[config.mk]
export PLATFORM = sky130hd
export DESIGN_NAME = bus_demux3_flat
export DESIGN_NICKNAME = d
export VERILOG_FILES = /design/src/rtl/bus_demux3_pkg.sv /design/src/rtl/bus_demux3_if.sv /design/src/rtl/bus_demux3_addr_decode3.sv /design/src/rtl/mux3.sv /design/src/rtl/bus_demux3.sv /design/src/flat_wrapper.sv
export SDC_FILE = /design/constraint.sdc
export NUM_CORES = 1
export LEC_CHECK = 0
export ABC_AREA = 1
export CAP_MARGIN = 0
export CORE_ASPECT_RATIO = 2
export CORE_MARGIN = 1
export CORE_UTILIZATION = 40
export CTS_BUF_LIST = sky130_fd_sc_hd__clkbuf_8 sky130_fd_sc_hd__clkbuf_16
export DETAILED_ROUTE_END_ITERATION = 7
export PLACE_DENSITY_LB_ADDON = 0.3
export RECOVER_POWER = 25
export SYNTH_ARGS = -nofsm -noshare
export SYNTH_HDL_FRONTEND = slang
export SYNTH_SLANG_ARGS = --single-unit
[constraint.sdc]
create_clock -name clk -period 5.02 [get_ports clk]
set_clock_uncertainty 0.05 [all_clocks]
set_input_delay 1.004 -clock clk [delete_from_list [all_inputs] [get_ports clk]]
set_output_delay 1.004 -clock clk [all_outputs]
set_load 0.05 [all_outputs]
[src/rtl/bus_demux3_pkg.sv]
// Shared definitions for the data-side bus splitter: FSM states, target indices, one-hot helper.
package bus_pkg;

  typedef enum logic [1:0] {
    IDLE = 2'd0,
    BUSY = 2'd1,
    RESP = 2'd2
  } state_t;

  localparam logic [1:0] TGT_RAM  = 2'd0;
  localparam logic [1:0] TGT_MMIO = 2'd1;
  localparam logic [1:0] TGT_TMR  = 2'd2;

  function automatic logic [2:0] tgt_onehot(input logic [1:0] idx);
    logic [2:0] oh;
    case (idx)
      TGT_RAM:  oh = 3'b001;
      TGT_MMIO: oh = 3'b010;
      TGT_TMR:  oh = 3'b100;
      default:  oh = 3'b000;
    endcase
    return oh;
  endfunction

endpackage

[src/rtl/bus_demux3_if.sv]
// Core-side request/response plus shared target-side bus; slave = splitter view, master = core/targets view.
interface bus_demux3_if #(
  parameter int WIDTH = 32
);
  logic             c_req;
  logic             c_we;
  logic [WIDTH-1:0] c_addr;
  logic [WIDTH-1:0] c_wdata;
  logic [WIDTH-1:0] c_rdata;
  logic             c_ready;
  logic             c_err;
  logic [2:0]       t_req;
  logic             t_we;
  logic [WIDTH-1:0] t_addr;
  logic [WIDTH-1:0] t_wdata;
  logic [2:0]       t_ready;
  logic [WIDTH-1:0] t_rdata0;
  logic [WIDTH-1:0] t_rdata1;
  logic [WIDTH-1:0] t_rdata2;

  modport slave (
    input  c_req, c_we, c_addr, c_wdata, t_ready, t_rdata0, t_rdata1, t_rdata2,
    output c_rdata, c_ready, c_err, t_req, t_we, t_addr, t_wdata
  );

  modport master (
    output c_req, c_we, c_addr, c_wdata, t_ready, t_rdata0, t_rdata1, t_rdata2,
    input  c_rdata, c_ready, c_err, t_req, t_we, t_addr, t_wdata
  );

endinterface

[src/rtl/bus_demux3_addr_decode3.sv]
// Combinational mask/compare address decoder; overlapping windows resolve to the lowest target index.
module addr_decode3
  import bus_pkg::*;
#(
  parameter int               WIDTH = 32,
  parameter logic [WIDTH-1:0] BASE0 = 32'h00000000,
  parameter logic [WIDTH-1:0] MASK0 = 32'hFFFFF000,
  parameter logic [WIDTH-1:0] BASE1 = 32'h10000000,
  parameter logic [WIDTH-1:0] MASK1 = 32'hFFFFFF00,
  parameter logic [WIDTH-1:0] BASE2 = 32'h20000000,
  parameter logic [WIDTH-1:0] MASK2 = 32'hFFFFFFF0
) (
  input  logic [WIDTH-1:0] i_addr,
  output logic             o_hit,
  output logic [1:0]       o_idx
);

  always_comb begin
    o_hit = 1'b1;
    o_idx = TGT_RAM;
    if ((i_addr & MASK0) == BASE0) begin
      o_idx = TGT_RAM;
    end else if ((i_addr & MASK1) == BASE1) begin
      o_idx = TGT_MMIO;
    end else if ((i_addr & MASK2) == BASE2) begin
      o_idx = TGT_TMR;
    end else begin
      o_hit = 1'b0;
    end
  end

endmodule

[src/rtl/mux3.sv]
// Three-way data mux with binary select; select 2'b11 returns zero.
module mux3 #(
  parameter int WIDTH = 32
) (
  input  logic [1:0]       i_sel,
  input  logic [WIDTH-1:0] i_d0,
  input  logic [WIDTH-1:0] i_d1,
  input  logic [WIDTH-1:0] i_d2,
  output logic [WIDTH-1:0] o_y
);

  always_comb begin
    case (i_sel)
      2'b00:   o_y = i_d0;
      2'b01:   o_y = i_d1;
      2'b10:   o_y = i_d2;
      default: o_y = '0;
    endcase
  end

endmodule

[src/rtl/bus_demux3.sv]
// Routes one core load/store to RAM/MMIO/timer; c_ready 1 cycle after sample if unmapped, 2+waits on hit,
// TIMEOUT+1 on timeout. Core holds its request until c_ready; new requests are sampled only in IDLE.
module bus_demux3
  import bus_pkg::*;
#(
  parameter int               WIDTH   = 32,
  parameter logic [WIDTH-1:0] BASE0   = 32'h00000000,
  parameter logic [WIDTH-1:0] MASK0   = 32'hFFFFF000,
  parameter logic [WIDTH-1:0] BASE1   = 32'h10000000,
  parameter logic [WIDTH-1:0] MASK1   = 32'hFFFFFF00,
  parameter logic [WIDTH-1:0] BASE2   = 32'h20000000,
  parameter logic [WIDTH-1:0] MASK2   = 32'hFFFFFFF0,
  parameter int               TIMEOUT = 15
) (
  input  logic        clk,
  input  logic        reset,
  bus_demux3_if.slave bus
);

  localparam int               CNT_W    = $clog2(TIMEOUT + 1);
  localparam logic [CNT_W-1:0] CNT_LAST = CNT_W'(TIMEOUT - 1);

  state_t           r_state;
  logic [1:0]       r_tgt;
  logic [CNT_W-1:0] r_cnt;
  logic [2:0]       r_t_req;
  logic             r_t_we;
  logic [WIDTH-1:0] r_t_addr;
  logic [WIDTH-1:0] r_t_wdata;
  logic [WIDTH-1:0] r_c_rdata;
  logic             r_c_ready;
  logic             r_c_err;

  logic             w_hit;
  logic [1:0]       w_idx;
  logic [WIDTH-1:0] w_rdata_sel;
  logic             w_sel_ready;

  addr_decode3 #(
    .WIDTH(WIDTH),
    .BASE0(BASE0), .MASK0(MASK0),
    .BASE1(BASE1), .MASK1(MASK1),
    .BASE2(BASE2), .MASK2(MASK2)
  ) u_decode (
    .i_addr (bus.c_addr),
    .o_hit  (w_hit),
    .o_idx  (w_idx)
  );

  mux3 #(.WIDTH(WIDTH)) u_rdata_mux (
    .i_sel (r_tgt),
    .i_d0  (bus.t_rdata0),
    .i_d1  (bus.t_rdata1),
    .i_d2  (bus.t_rdata2),
    .o_y   (w_rdata_sel)
  );

  // r_t_req is non-zero only in BUSY, so this masks both unselected and out-of-state readies.
  assign w_sel_ready = |(bus.t_ready & r_t_req);

  always_ff @(posedge clk or posedge reset) begin
    if (reset) begin
      r_state   <= IDLE;
      r_tgt     <= TGT_RAM;
      r_cnt     <= '0;
      r_t_req   <= 3'b000;
      r_t_we    <= 1'b0;
      r_t_addr  <= '0;
      r_t_wdata <= '0;
      r_c_rdata <= '0;
      r_c_ready <= 1'b0;
      r_c_err   <= 1'b0;
    end else begin
      r_c_ready <= 1'b0;
      case (r_state)
        IDLE: begin
          if (bus.c_req) begin
            if (w_hit) begin
              r_t_we    <= bus.c_we;
              r_t_addr  <= bus.c_addr;
              r_t_wdata <= bus.c_wdata;
              r_tgt     <= w_idx;
              r_t_req   <= tgt_onehot(w_idx);
              r_cnt     <= '0;
              r_state   <= BUSY;
            end else begin
              r_c_err   <= 1'b1;
              r_c_rdata <= '0;
              r_c_ready <= 1'b1;
              r_state   <= RESP;
            end
          end
        end
        BUSY: begin
          // Ready is checked first so a ready on the last allowed cycle beats the timeout.
          if (w_sel_ready) begin
            r_t_req   <= 3'b000;
            r_c_rdata <= r_t_we ? '0 : w_rdata_sel;
            r_c_err   <= 1'b0;
            r_c_ready <= 1'b1;
            r_state   <= RESP;
          end else if (r_cnt == CNT_LAST) begin
            r_t_req   <= 3'b000;
            r_c_rdata <= '0;
            r_c_err   <= 1'b1;
            r_c_ready <= 1'b1;
            r_state   <= RESP;
          end else begin
            r_cnt <= r_cnt + 1'b1;
          end
        end
        RESP: begin
          r_state <= IDLE;
        end
        default: begin
          r_state <= IDLE;
        end
      endcase
    end
  end

  assign bus.t_req   = r_t_req;
  assign bus.t_we    = r_t_we;
  assign bus.t_addr  = r_t_addr;
  assign bus.t_wdata = r_t_wdata;
  assign bus.c_rdata = r_c_rdata;
  assign bus.c_ready = r_c_ready;
  assign bus.c_err   = r_c_err;

endmodule

[src/flat_wrapper.sv]
// flat-port wrapper written by rule: the top's interface ports become plain ports
module bus_demux3_flat import bus_pkg::*;
#(
  parameter int               WIDTH   = 32,
  parameter logic [WIDTH-1:0] BASE0   = 32'h00000000,
  parameter logic [WIDTH-1:0] MASK0   = 32'hFFFFF000,
  parameter logic [WIDTH-1:0] BASE1   = 32'h10000000,
  parameter logic [WIDTH-1:0] MASK1   = 32'hFFFFFF00,
  parameter logic [WIDTH-1:0] BASE2   = 32'h20000000,
  parameter logic [WIDTH-1:0] MASK2   = 32'hFFFFFFF0,
  parameter int               TIMEOUT = 15
)
  (clk, reset, bus_c_req, bus_c_we, bus_c_addr, bus_c_wdata, bus_t_ready, bus_t_rdata0, bus_t_rdata1, bus_t_rdata2, bus_c_rdata, bus_c_ready, bus_c_err, bus_t_req, bus_t_we, bus_t_addr, bus_t_wdata);
  bus_demux3_if #(.WIDTH(WIDTH)) bus_i ();
  input  logic clk;
  input  logic reset;
  input wire logic [$bits(bus_i.c_req)-1:0] bus_c_req;
  input wire logic [$bits(bus_i.c_we)-1:0] bus_c_we;
  input wire logic [$bits(bus_i.c_addr)-1:0] bus_c_addr;
  input wire logic [$bits(bus_i.c_wdata)-1:0] bus_c_wdata;
  input wire logic [$bits(bus_i.t_ready)-1:0] bus_t_ready;
  input wire logic [$bits(bus_i.t_rdata0)-1:0] bus_t_rdata0;
  input wire logic [$bits(bus_i.t_rdata1)-1:0] bus_t_rdata1;
  input wire logic [$bits(bus_i.t_rdata2)-1:0] bus_t_rdata2;
  output wire logic [$bits(bus_i.c_rdata)-1:0] bus_c_rdata;
  output wire logic [$bits(bus_i.c_ready)-1:0] bus_c_ready;
  output wire logic [$bits(bus_i.c_err)-1:0] bus_c_err;
  output wire logic [$bits(bus_i.t_req)-1:0] bus_t_req;
  output wire logic [$bits(bus_i.t_we)-1:0] bus_t_we;
  output wire logic [$bits(bus_i.t_addr)-1:0] bus_t_addr;
  output wire logic [$bits(bus_i.t_wdata)-1:0] bus_t_wdata;
  assign bus_i.c_req = bus_c_req;
  assign bus_i.c_we = bus_c_we;
  assign bus_i.c_addr = bus_c_addr;
  assign bus_i.c_wdata = bus_c_wdata;
  assign bus_i.t_ready = bus_t_ready;
  assign bus_i.t_rdata0 = bus_t_rdata0;
  assign bus_i.t_rdata1 = bus_t_rdata1;
  assign bus_i.t_rdata2 = bus_t_rdata2;
  assign bus_c_rdata = bus_i.c_rdata;
  assign bus_c_ready = bus_i.c_ready;
  assign bus_c_err = bus_i.c_err;
  assign bus_t_req = bus_i.t_req;
  assign bus_t_we = bus_i.t_we;
  assign bus_t_addr = bus_i.t_addr;
  assign bus_t_wdata = bus_i.t_wdata;
  bus_demux3 #(.WIDTH(WIDTH), .BASE0(BASE0), .MASK0(MASK0), .BASE1(BASE1), .MASK1(MASK1), .BASE2(BASE2), .MASK2(MASK2), .TIMEOUT(TIMEOUT)) u_core (.clk(clk), .reset(reset), .bus(bus_i));
endmodule
# == Yosys cells after proc, flatten, opt, wreduce, memory -nomap -nowiden ==
# Cells that the tools add are included.
# W data, S select, Z words.
# totals
register_bits,110
latchBits,0
mem_bits_rw,0
rom_bits,0
out_inout_bits,102
elab_cells,76
n_memories,0
# op_classes
add_sub_neg,1
multipliers,0
n_div,0
order_cmp,0
n_eq_ne,14
shift,0
muxes,39
bitwise,1
n_reduce_logical,11
# op_table
operator,n
$mux W32,5
$pmux W32 S3,1
$pmux W32 S2,1
$logic_not A32 Y1,1
$eq A28 B26 Y1 const B,1
$eq A24 B21 Y1 const B,1
$mux W4,4
$mux W2,7
$mux W3,4
$mux W1,11
$ne A2 B2 Y1 const B,5
$pmux W3 S3,1
$pmux W4 S2,1
$reduce_and A4 Y1,2
$eq A2 B1 Y1 const B,3
$logic_not A2 Y1,3
$pmux W3 S2,1
$reduce_and A5 Y1,1
$add A4 B1 Y4 const B,1
$eq A2 B2 Y1 const B,2
$eq A4 B4 Y1 const B,1
$pmux W1 S2,2
$pmux W2 S2,1
$and A3 B3 Y3,1
5 further kinds,5

# == Longest topological paths before layout ==
# Gate-level depths: netlist of the first run.
# depth
ltp_word,9
mapped_depth,13
ltp_nobuf,12

# == Cells and area by module ==
# From an unflattened synthesis of the first run, not the netlist that was laid out.
# unflattened
cells_unflattened,684
hier_area_um2,5442.7
# by_module_without_submodules
mod,instances,cells_per_inst,area_per_inst_um2
bus_demux3,1,493,4493.1
mux3,1,148,782.0
addr_decode3,1,43,167.7

# == Least setup slack after synthesis of the first run ==
# Ideal clock, no wire load.
# synth_path
path_type,input-to-reg
from,input bus_c_addr[10]
to,"register u_core.r_t_addr[12], in the netlist u_core.bus.t_addr[12]"
setup_time_ns,0.113
arrival_ns,2.031
required_time_ns,4.857
setup_slack_ns,2.826
stages,12
path_cell_list,nor2_1 -> nand2_1 -> nor2_2 -> nor2_1 -> nand2_1 -> nand2_1 -> inv_2 -> nand3_2 -> buf_4 -> buf_6 -> nand2_2 -> inv_2
# synth_via
elab_chain_cells,5
# synth_rtl
item,line_no,text
"start, declared",flat_wrapper.sv:19,input wire logic [$bits(bus_i.c_addr)-1:0] bus_c_addr;
$eq A28 B26 Y1,bus_demux3_addr_decode3.sv:25,end else if ((i_addr & MASK2) == BASE2) begin
$mux W1,bus_demux3_addr_decode3.sv:25,
$mux W1 (*),bus_demux3_addr_decode3.sv:23,end else if ((i_addr & MASK1) == BASE1) begin
$mux W1 (*),bus_demux3_addr_decode3.sv:21,if ((i_addr & MASK0) == BASE0) begin
$reduce_and A3 Y1 (no line) (*),--,
"end signal, assigned",bus_demux3.sv:80,r_t_addr <= bus.c_addr;
"end, declared",bus_demux3.sv:28,logic [WIDTH-1:0] r_t_addr;
# Mark *: on every way between the ends. The rest lies on a longest branch, timed or not.
# A chain may end at the register's enable or synchronous reset.

==> results_dict.tcl, run 1 <==
set metrics [dict create \
    status "finished, violations left" \
    failed_checks "capacitance limit, slew limit" \
    cts_buffers 9 \
    hold_end "u_core.bus.t_addr[21]" \
    period_needed_ns 3.14 \
    synth_top_family_by_area "simple AND/OR/NAND/NOR gates" \
    min_path_cells 2 \
    clkLatencyLatePin_ns 0.34 \
    syn_inst 673 \
    cts.sinks 110 \
    hold_viol_final 0 \
    cp_max_fo 56 \
    instances_no_fill 1088 \
    cts_tree "yes" \
    synth_area_leader_cell "dfrtp_1" \
    num_rows 58 \
    crit_path_start_kind "input pin" \
    cts_max_level 3 \
    area_growth_syn_to_layout_pct 60.1 \
    synth_area_leaders "dfrtp_1 (54%), nand2_1 (29%), nand3_1 (4.1%)" \
    cts_root_buffer "clkbuf_16" \
    slew-limit-headroom_pct -68.4 \
    reg2reg_from "u_core.r_tgt[0]" \
    synth_warnings 0 \
    hp-class "register to register" \
    gr-total-overflow 0 \
    crit_path_cell_trace "dlygate4sd3_1 > clkinvlp_2 > buf_4" \
    yosys.area_share.simple_pct 38.3 \
    post_cts_buffers 0 \
    layout.cells.most_common "nand2_1" \
    grt_first_pass_wirelength_um 23400 \
    whs_ns 0.418 \
    post-route-period-util_pct 62.6 \
    synth_nets 842 \
    synth_xor_area_share_pct 0.344 \
    die_x_um 81.8 \
    cts_resized 0 \
    diodes 0 \
    crit_required_ns 5.45 \
    crit_type "input pin to asynchronous set/reset pin" \
    cp_slowest_cell "clkinvlp_2" \
    ys_seq_area_share_pct 54.1 \
    r2r_setup_slack_ns 2.88 \
    vias 5030 \
    start_util_pct 40.8 \
    avgRoutedWirePerCell_um 14.3 \
    worstSetupStartpoint "reset" \
    tightest_slew_ns 2.51 \
    grt_max_degree 57 \
    fmax_mhz 318 \
    gr-usage-all-layers_pct 23.5 \
    synth_top_area_share_pct 54.1 \
    synth_compound_area_share_pct 0.344 \
    layout_common_cells "nand2_1 (390), clkdlybuf4s50_1 (267), dfrtp_1 (110)" \
    ir_worst_vdd_mv 0.308 \
    drtIter0Drc 263 \
    reg2reg_depth 7 \
    end_kind "asynchronous set/reset pin" \
    fin_nets 1102 \
    wirelength_um 15600 \
    rsz0062_at_grt "false" \
    fin_setup_tns_ns 0 \
    antenna_found_initial 0 \
    place.gp.congestion 0.819 \
    worst_ep_arrival_time_ns 3.58 \
    pin_count 269 \
    io_buffer_count 268 \
    die_h_um 162 \
    synthAdderAreaFrac_pct 0.492 \
    drv_cap 1 \
    finalMaxSlewViolations 57 \
    vias_per_cell 4.62 \
    design_area_sq_mm 0.00815 \
    ctsHoldBuffers 0 \
    final-setup-viol-count 0 \
    route.detailed.drc 0 \
    ant_nets 0 \
    syn_area_per_cell_sq_um 7.56 \
    place_area_sq_mm 0.00785 \
    postLayoutCoreUtil_pct 65.3 \
    syn-cell-area_sq_mm 0.00509 \
    critical_path.max_stage_delay_ns 1.43 \
    ys_ff_latch 110 \
    reg2reg_to "u_core.bus.c_rdata[6]" \
    clkTransAtPathRegs_ns 0.08 \
    hold_path.startpoint "u_core.bus.t_addr[21]" \
    placedCellCount 1072 \
    dp_hpwl_um 12000 \
    drtPass1Iterations 4 \
    static-leakage-power_nw 4.16 \
    powerDensity_mw_per_mm2 312 \
    layout-drive-gt1-share_pct 5.65 \
    design.core.area_sq_mm 0.0125 \
    die_area_sq_mm 0.0132 \
    grt_pass1_vias 4787 \
    synth_mux_area_share_pct 0 \
    cts_buffer_depth 2 \
    ys_types 22 \
]
[worst max-delay path: cells and delay by family]
family | cells | cell delay [ns]
buffers and inverters | 3 | 2.54
[worst max path at each step]
stage | end | slack [ns] | depth (start not counted)
after floorplan | u_core.bus.c_err | 1.06 | 1
after global placement | u_core.bus.t_addr[7] | 1.72 | 10
after detailed placement | u_core.bus.t_wdata[16] | 1.69 | 10
after CTS | u_core.bus.t_wdata[16] | 2.05 | 10
after global routing | u_core.r_cnt[0] | 1.46 | 3
final | u_core.r_state[1] | 1.88 | 3
[final cells by class]
| cell class | instances | area, sq um |
|---|---|---|
| clock inverters | 7 | 80.1 |
| fillers | 1095 | 4330 |
| flip-flops and latches | 110 | 2750 |
| inverters | 39 | 148 |
| clock buffers | 9 | 225 |
| well taps | 150 | 188 |
| multi-input cells | 497 | 2020 |
| repair buffers | 276 | 2740 |
[cells by family after synthesis]
logic type / count (synthesis)
buf+inv: 66
fa+ha+maj: 2
flops: 110
xor+xnor: 2
simple gates: 490
compound gates: 3
[registers in the layout (all words and copies together) (netlist names)]
signal and cells:
u_core.bus.c_err 1, u_core.bus.t_wdata 32, u_core.bus.t_we 1, u_core.bus.c_ready 1
u_core.bus.t_req 3, u_core.r_cnt 4, u_core.r_state 2, u_core.bus.t_addr 32
u_core.bus.c_rdata 32, u_core.r_tgt 2
[per-stage QoR]
stage	setup slack [ns]	power, W
global placement	1.72	0.00182
detailed placement	1.69	0.00183
CTS	2.05	0.00257
floorplan	1.06	0.00150
global route	1.46	0.00266
finish	1.88	0.00254
[power by group]
group	switching [W]	leakage, nW	internal (W)
combinational	0.000503	2.48	0.000292
clock	0.000337	0.154	0.000396
sequential	0.0000466	1.52	0.000966
[per-layer routing]
metal | track usage [%] | part of all wire [%] | up-vias | wire (um)
met4 | 11.1 | 3.7 | 0 | 570
li1 | - | - | 2544 | -
met5 | 0 | 0 | - | 0
met3 | 4.58 | 7.0 | 34 | 1080
met1 | 24.5 | 36 | 2259 | 5580
met2 | 43.0 | 54 | 193 | 8330
[cell usage after synthesis]
cell,count
nand3_2,2
nor2_2,2
xor2_1,1
xnor2_1,1
ha_1,2
buf_4,1
or2_1,1
nand4_1,1
o21ai_0,2
nand2_1,390
or2_2,1
buf_6,10
inv_2,12
a211oi_1,1
nand3b_1,1
clkbuf_1,13
buf_2,3
nand2_2,11
inv_1,27
dfrtp_1,110
nor2_1,39
nand3_1,42
Power figures use the tool's default switching activity.
==> run 2: changes to the inputs <==
clock period = 3.1 ns   (was 5.02 ns; I/O delays follow)
==> run 2 against run 1 <==
  * The flow now finishes without violations
  * Sequential power up 62%
  * Routed wire length down 1.6%
  * Highest routed layer unchanged
  * Sequential share of layout area down 0.052 points
  * Power up 59%
  * Worst setup slack worse by 1.1 ns
  * Count of clock-buffer cells in the layout unchanged
  * Hold slack better by 0.0024 ns
  * Final cell count up 0.18%
==> results_dict.tcl, run 2 (synthesized netlist as in run 1, its figures left out) <==
set metrics [dict create \
    ant_nets 0 \
    reg2reg_depth 12 \
    place.gp.congestion 0.802 \
    layout_common_cells "nand2_1 (390), clkdlybuf4s50_1 (267), dfrtp_1 (110)" \
    slew-limit-headroom_pct 1.71 \
    tightest_slew_ns 1.47 \
    met1_usage_pct 23.3 \
    cts.sinks 110 \
    grt_max_degree 111 \
    hold_viol_final 0 \
    hp-class "register to register" \
    fmax_mhz 439 \
    clkTransAtPathRegs_ns 0.07 \
    fin_setup_tns_ns 0 \
    vias_per_cell 4.63 \
    pin_count 269 \
    power_frac_seq_pct 40.6 \
    area_growth_syn_to_layout_pct 60.4 \
    ir_worst_vdd_mv 0.321 \
    cts_tree "yes" \
    wirelength_um 15300 \
    layout-drive-gt1-share_pct 5.96 \
    crit_type "input pin to asynchronous set/reset pin" \
    drtIter0Drc 239 \
    fin_nets 1104 \
    hold_path.startpoint "u_core.bus.t_addr[1]" \
    status "finished, final reports clean" \
    powerDensity_mw_per_mm2 495 \
    cp_slowest_cell "clkbuf_4" \
    worst_ep_arrival_time_ns 2.43 \
    fill_cells 1078 \
    grt_pass1_vias 4725 \
    route.detailed.drc 0 \
    design.core.area_sq_mm 0.0125 \
    cts_max_level 3 \
    final-setup-viol-count 0 \
    seq_area_sq_mm 0.00275 \
    cts_resized 0 \
    crit_path_start_kind "input pin" \
    met2_usage_pct 42.5 \
    finalMaxSlewViolations 0 \
    dp_hpwl_um 11800 \
    grtUsageMet3_pct 5.08 \
    cts_buffer_depth 2 \
    layout.cells.most_common "nand2_1" \
    switching_power_w 0.00143 \
    die_area_sq_mm 0.0132 \
    gr-usage-all-layers_pct 23.0 \
    drv_cap 0 \
    p_int_w 0.00261 \
    clkLatencyLatePin_ns 0.34 \
    vias 5042 \
    die_x_um 81.8 \
    worstSetupStartpoint "reset" \
    post_cts_buffers 0 \
    rsz0062_at_grt "false" \
    reg2reg_from "u_core.r_cnt[0]" \
    min_path_cells 2 \
    grt.busiest_layer "met2" \
    crit_path_cell_trace "dlygate4sd3_1 > clkinvlp_4 > clkbuf_4" \
    multi_input_area_sq_mm 0.00202 \
    crit_required_ns 3.25 \
    antenna_found_initial 0 \
    start_util_pct 40.8 \
    clock_power_share_pct 27.4 \
    gr-total-overflow 0 \
    period_needed_ns 2.28 \
    end_kind "asynchronous set/reset pin" \
    num_rows 58 \
    drtPass1Iterations 4 \
    post-place-ws_ns 0.462 \
    static-leakage-power_nw 4.16 \
    layout_setup_ws_ns 0.824 \
    grt_first_pass_wirelength_um 22900 \
    die_h_um 162 \
    cts_buffers 9 \
    cts_root_buffer "clkbuf_16" \
    switching_share_pct 35.4 \
    power_frac_comb_pct 32.0 \
    post-route-period-util_pct 73.4 \
    critical_path.max_stage_delay_ns 1.06 \
    ctsHoldBuffers 0 \
    io_buffer_count 268 \
    cp_max_fo 110 \
    diodes 0 \
    avgRoutedWirePerCell_um 14.0 \
]
## run 2: path summary, 6_finish.rpt
kind | to | slack, ns
worst max-delay path | u_core.bus.c_rdata[5] | 0.82
worst min-delay path | u_core.bus.t_addr[1] | 0.42
worst max register to register | u_core.bus.c_rdata[3] | 1.23
worst min register to register | u_core.bus.t_addr[1] | 0.42
max in group clk | u_core.bus.t_wdata[30] | 0.84
min in group asynchronous | u_core.bus.t_addr[20] | 1.22
## run 2: layer usage
metal / part of all wire (%) / up-vias
met5: 0 / -
met4: 3.4 / 0
met3: 7.3 / 34
met2: 53 / 189
met1: 36 / 2266
li1: - / 2553
## run 2: area by class of cell
class | instances | share of cell area [%]
clock buffers | 9 | 2.76
multi-input cells | 497 | 24.7
clock inverters | 7 | 0.766
repair buffers | 278 | 33.9
inverters | 39 | 1.84
well taps | 150 | 2.30
flip-flops and latches | 110 | 33.7
## run 2: worst max-delay path, delay by kind of cell
kind / cells / cell delay (ns)
buf+inv: 3 / 1.70
## run 2: power by group through the flow
stage | combinational (W) | clock, W | sequential, W
final | 0.00129 | 0.00111 | 0.00164
after global routing | 0.00139 | 0.00120 | 0.00166
after CTS | 0.00131 | 0.00114 | 0.00164
after detailed placement | 0.00131 | 0 | 0.00167
after global placement | 0.00129 | 0 | 0.00166
after floorplan | 0.000367 | 0 | 0.00206
## run 2: stage by stage
| stage | hold WS, ns | instances | cell area (sq um) | total power (W) | util (%) |
|---|---|---|---|---|---|
| 6_report | 0.420 | 1090 | 8160 | 0.00404 | 65.4 |
| 5_1_grt | 0.436 | 1090 | 8160 | 0.00425 | 65.4 |
| 4_1_cts | 0.423 | 1090 | 8180 | 0.00409 | 65.5 |
| 3_5_place_dp | 0.402 | 1074 | 7890 | 0.00297 | 63.2 |
| 3_3_place_gp | 0.399 | 1074 | 7890 | 0.00295 | 63.2 |
| 2_1_floorplan | 0.434 | 673 | 5090 | 0.00242 | - |
==> run 3: changes to the inputs <==
clock period = 2.1 ns   (was 3.1 ns; I/O delays follow)
==> run 3 against run 2 <==
  * Core utilization increased by 0.88 points
  * Non-clock buffer count up 13
  * Final area up 1.3%
  * Hold slack about the same
  * Via count grew 1.4%
  * Largest cell class unchanged
  * Highest routed layer unchanged
==> results_dict.tcl, run 3 (synthesized netlist as in run 1, its figures left out) <==
set metrics [dict create \
    grt_first_pass_wirelength_um 23700 \
    fill_cells 1044 \
    status "finished, final reports clean" \
    grt_pass1_vias 5048 \
    vias_per_cell 4.64 \
    dp_hpwl_um 12300 \
    finalMaxSlewViolations 0 \
    route.detailed.drc 0 \
    post-route-period-util_pct 96.3 \
    hold_end "u_core.bus.t_addr[0]" \
    ctsHoldBuffers 0 \
    static-leakage-power_nw 4.28 \
    cts_tree "yes" \
    ir_worst_vdd_mv 0.602 \
    crit_path_cell_trace "clkdlybuf4s50_1" \
    whs_ns 0.421 \
    vias 5113 \
    tightest_slew_ns 0.809 \
    io_buffer_count 268 \
    critical_path_buf_inv_count 1 \
    num_rows 58 \
    slew-limit-headroom_pct 46.1 \
    powerDensity_mw_per_mm2 736 \
    rsz0062_at_grt "false" \
    die_area_sq_mm 0.0132 \
    end_kind "primary output" \
    reg2reg_from "u_core.r_cnt[0]" \
    cts_root_buffer "clkbuf_16" \
    cts_resized 0 \
    cts_buffer_depth 2 \
    r2r_setup_slack_ns 0.41 \
    reg2reg_depth 12 \
    instances_no_fill 1103 \
    min_path_cells 2 \
    crit_type "register to primary output" \
    antenna_found_initial 0 \
    period_needed_ns 2.02 \
    design_area_sq_mm 0.00827 \
    ant_nets 0 \
    layout_common_cells "nand2_1 (390), clkdlybuf4s50_1 (251), dfrtp_1 (110)" \
    clkLatencyLatePin_ns 0.34 \
    gr-total-overflow 0 \
    fmax_mhz 495 \
    hold_viol_final 0 \
    cts_max_level 3 \
    grt_max_degree 49 \
    cp_slowest_cell "clkdlybuf4s50_1" \
    pin_count 269 \
    place_area_sq_mm 0.00800 \
    cts.sinks 110 \
    avgRoutedWirePerCell_um 14.1 \
    drtIter0Drc 278 \
    layout.cells.most_common "nand2_1" \
    critical-path-top-delay-family "buffers and inverters" \
    wirelength_um 15600 \
    critical_path.max_stage_delay_ns 0.84 \
    drv_cap 0 \
    drtPass1Iterations 4 \
    reg2reg_to "u_core.bus.c_rdata[25]" \
    post_cts_buffers 0 \
    fin_setup_tns_ns 0 \
    die_x_um 81.8 \
    gr-usage-all-layers_pct 23.8 \
    layout-drive-gt1-share_pct 8.81 \
    placedCellCount 1087 \
    hold_path.startpoint "u_core.bus.t_addr[0]" \
    place.gp.congestion 0.834 \
    die_h_um 162 \
    crit_path_start_kind "register" \
    area_growth_syn_to_layout_pct 62.5 \
    clkTransAtPathRegs_ns 0.08 \
    start_util_pct 40.8 \
    cp_max_fo 2 \
    final-setup-viol-count 0 \
    fin_nets 1117 \
    crit_required_ns 1.63 \
    design.core.area_sq_mm 0.0125 \
    worst_ep_arrival_time_ns 1.55 \
    cts_buffers 9 \
    diodes 0 \
    hp-class "register to register" \
]
[run 3: changes by cell type in the layout (fill, tap and decap cells not counted), sizes merged]
cell / before / now
clkinv: 3 / 1
clkbuf: 10 / 12
clkdlybuf4s50: 267 / 251
buf: 9 / 37
inv: 42 / 43
[run 3: routing by layer]
layer  track usage [%]  vias up  share of wire, %
li1                  -     2578                 -
met3              4.12       33               6.7
met2              45.4      200                55
met1              23.6     2302                34
met5                 0        -                 0
met4              10.9        0               3.5
[run 3: metrics by stage]
stage	setup slack (ns)	total power, W	utilization (%)
finish	0.0786	0.00609	66.3
global route	0.0374	0.00638	66.3
CTS	0.0586	0.00616	66.4
detailed placement	-0.123	0.00447	64.1
global placement	-0.0761	0.00445	64.1
floorplan	0.301	0.00358	-
[run 3: worst max path at each step]
stage	endpoint	startpoint	slack, ns	depth (start not counted)
4_1_cts	bus_t_addr[22]	u_core.bus.t_addr[22]	0.06	1
6_report	bus_t_addr[22]	u_core.bus.t_addr[22]	0.08	1
5_1_grt	bus_c_rdata[0]	u_core.bus.c_rdata[0]	0.04	1
3_3_place_gp	u_core.bus.t_addr[10]	bus_c_addr[11]	-0.08	11
2_1_floorplan	u_core.bus.c_err	reset	0.30	1
3_5_place_dp	u_core.bus.t_wdata[14]	bus_c_addr[10]	-0.12	12
[run 3: cell type report]
type / instances / area, sq um / area share (%)
multi-input combinational: 497 / 2020 / 24.4
clock inverter: 6 / 57.6 / 0.696
inverter: 39 / 148 / 1.78
tap: 150 / 188 / 2.27
clock buffer: 10 / 239 / 2.89
sequential: 110 / 2750 / 33.3
timing repair buffer: 291 / 2870 / 34.7
[run 3: power by group]
group / switching, W / total [W] / internal (W)
combinational: 0.00122 / 0.00200 / 0.000777
sequential: 0.000110 / 0.00242 / 0.00231
clock: 0.000799 / 0.00167 / 0.000870
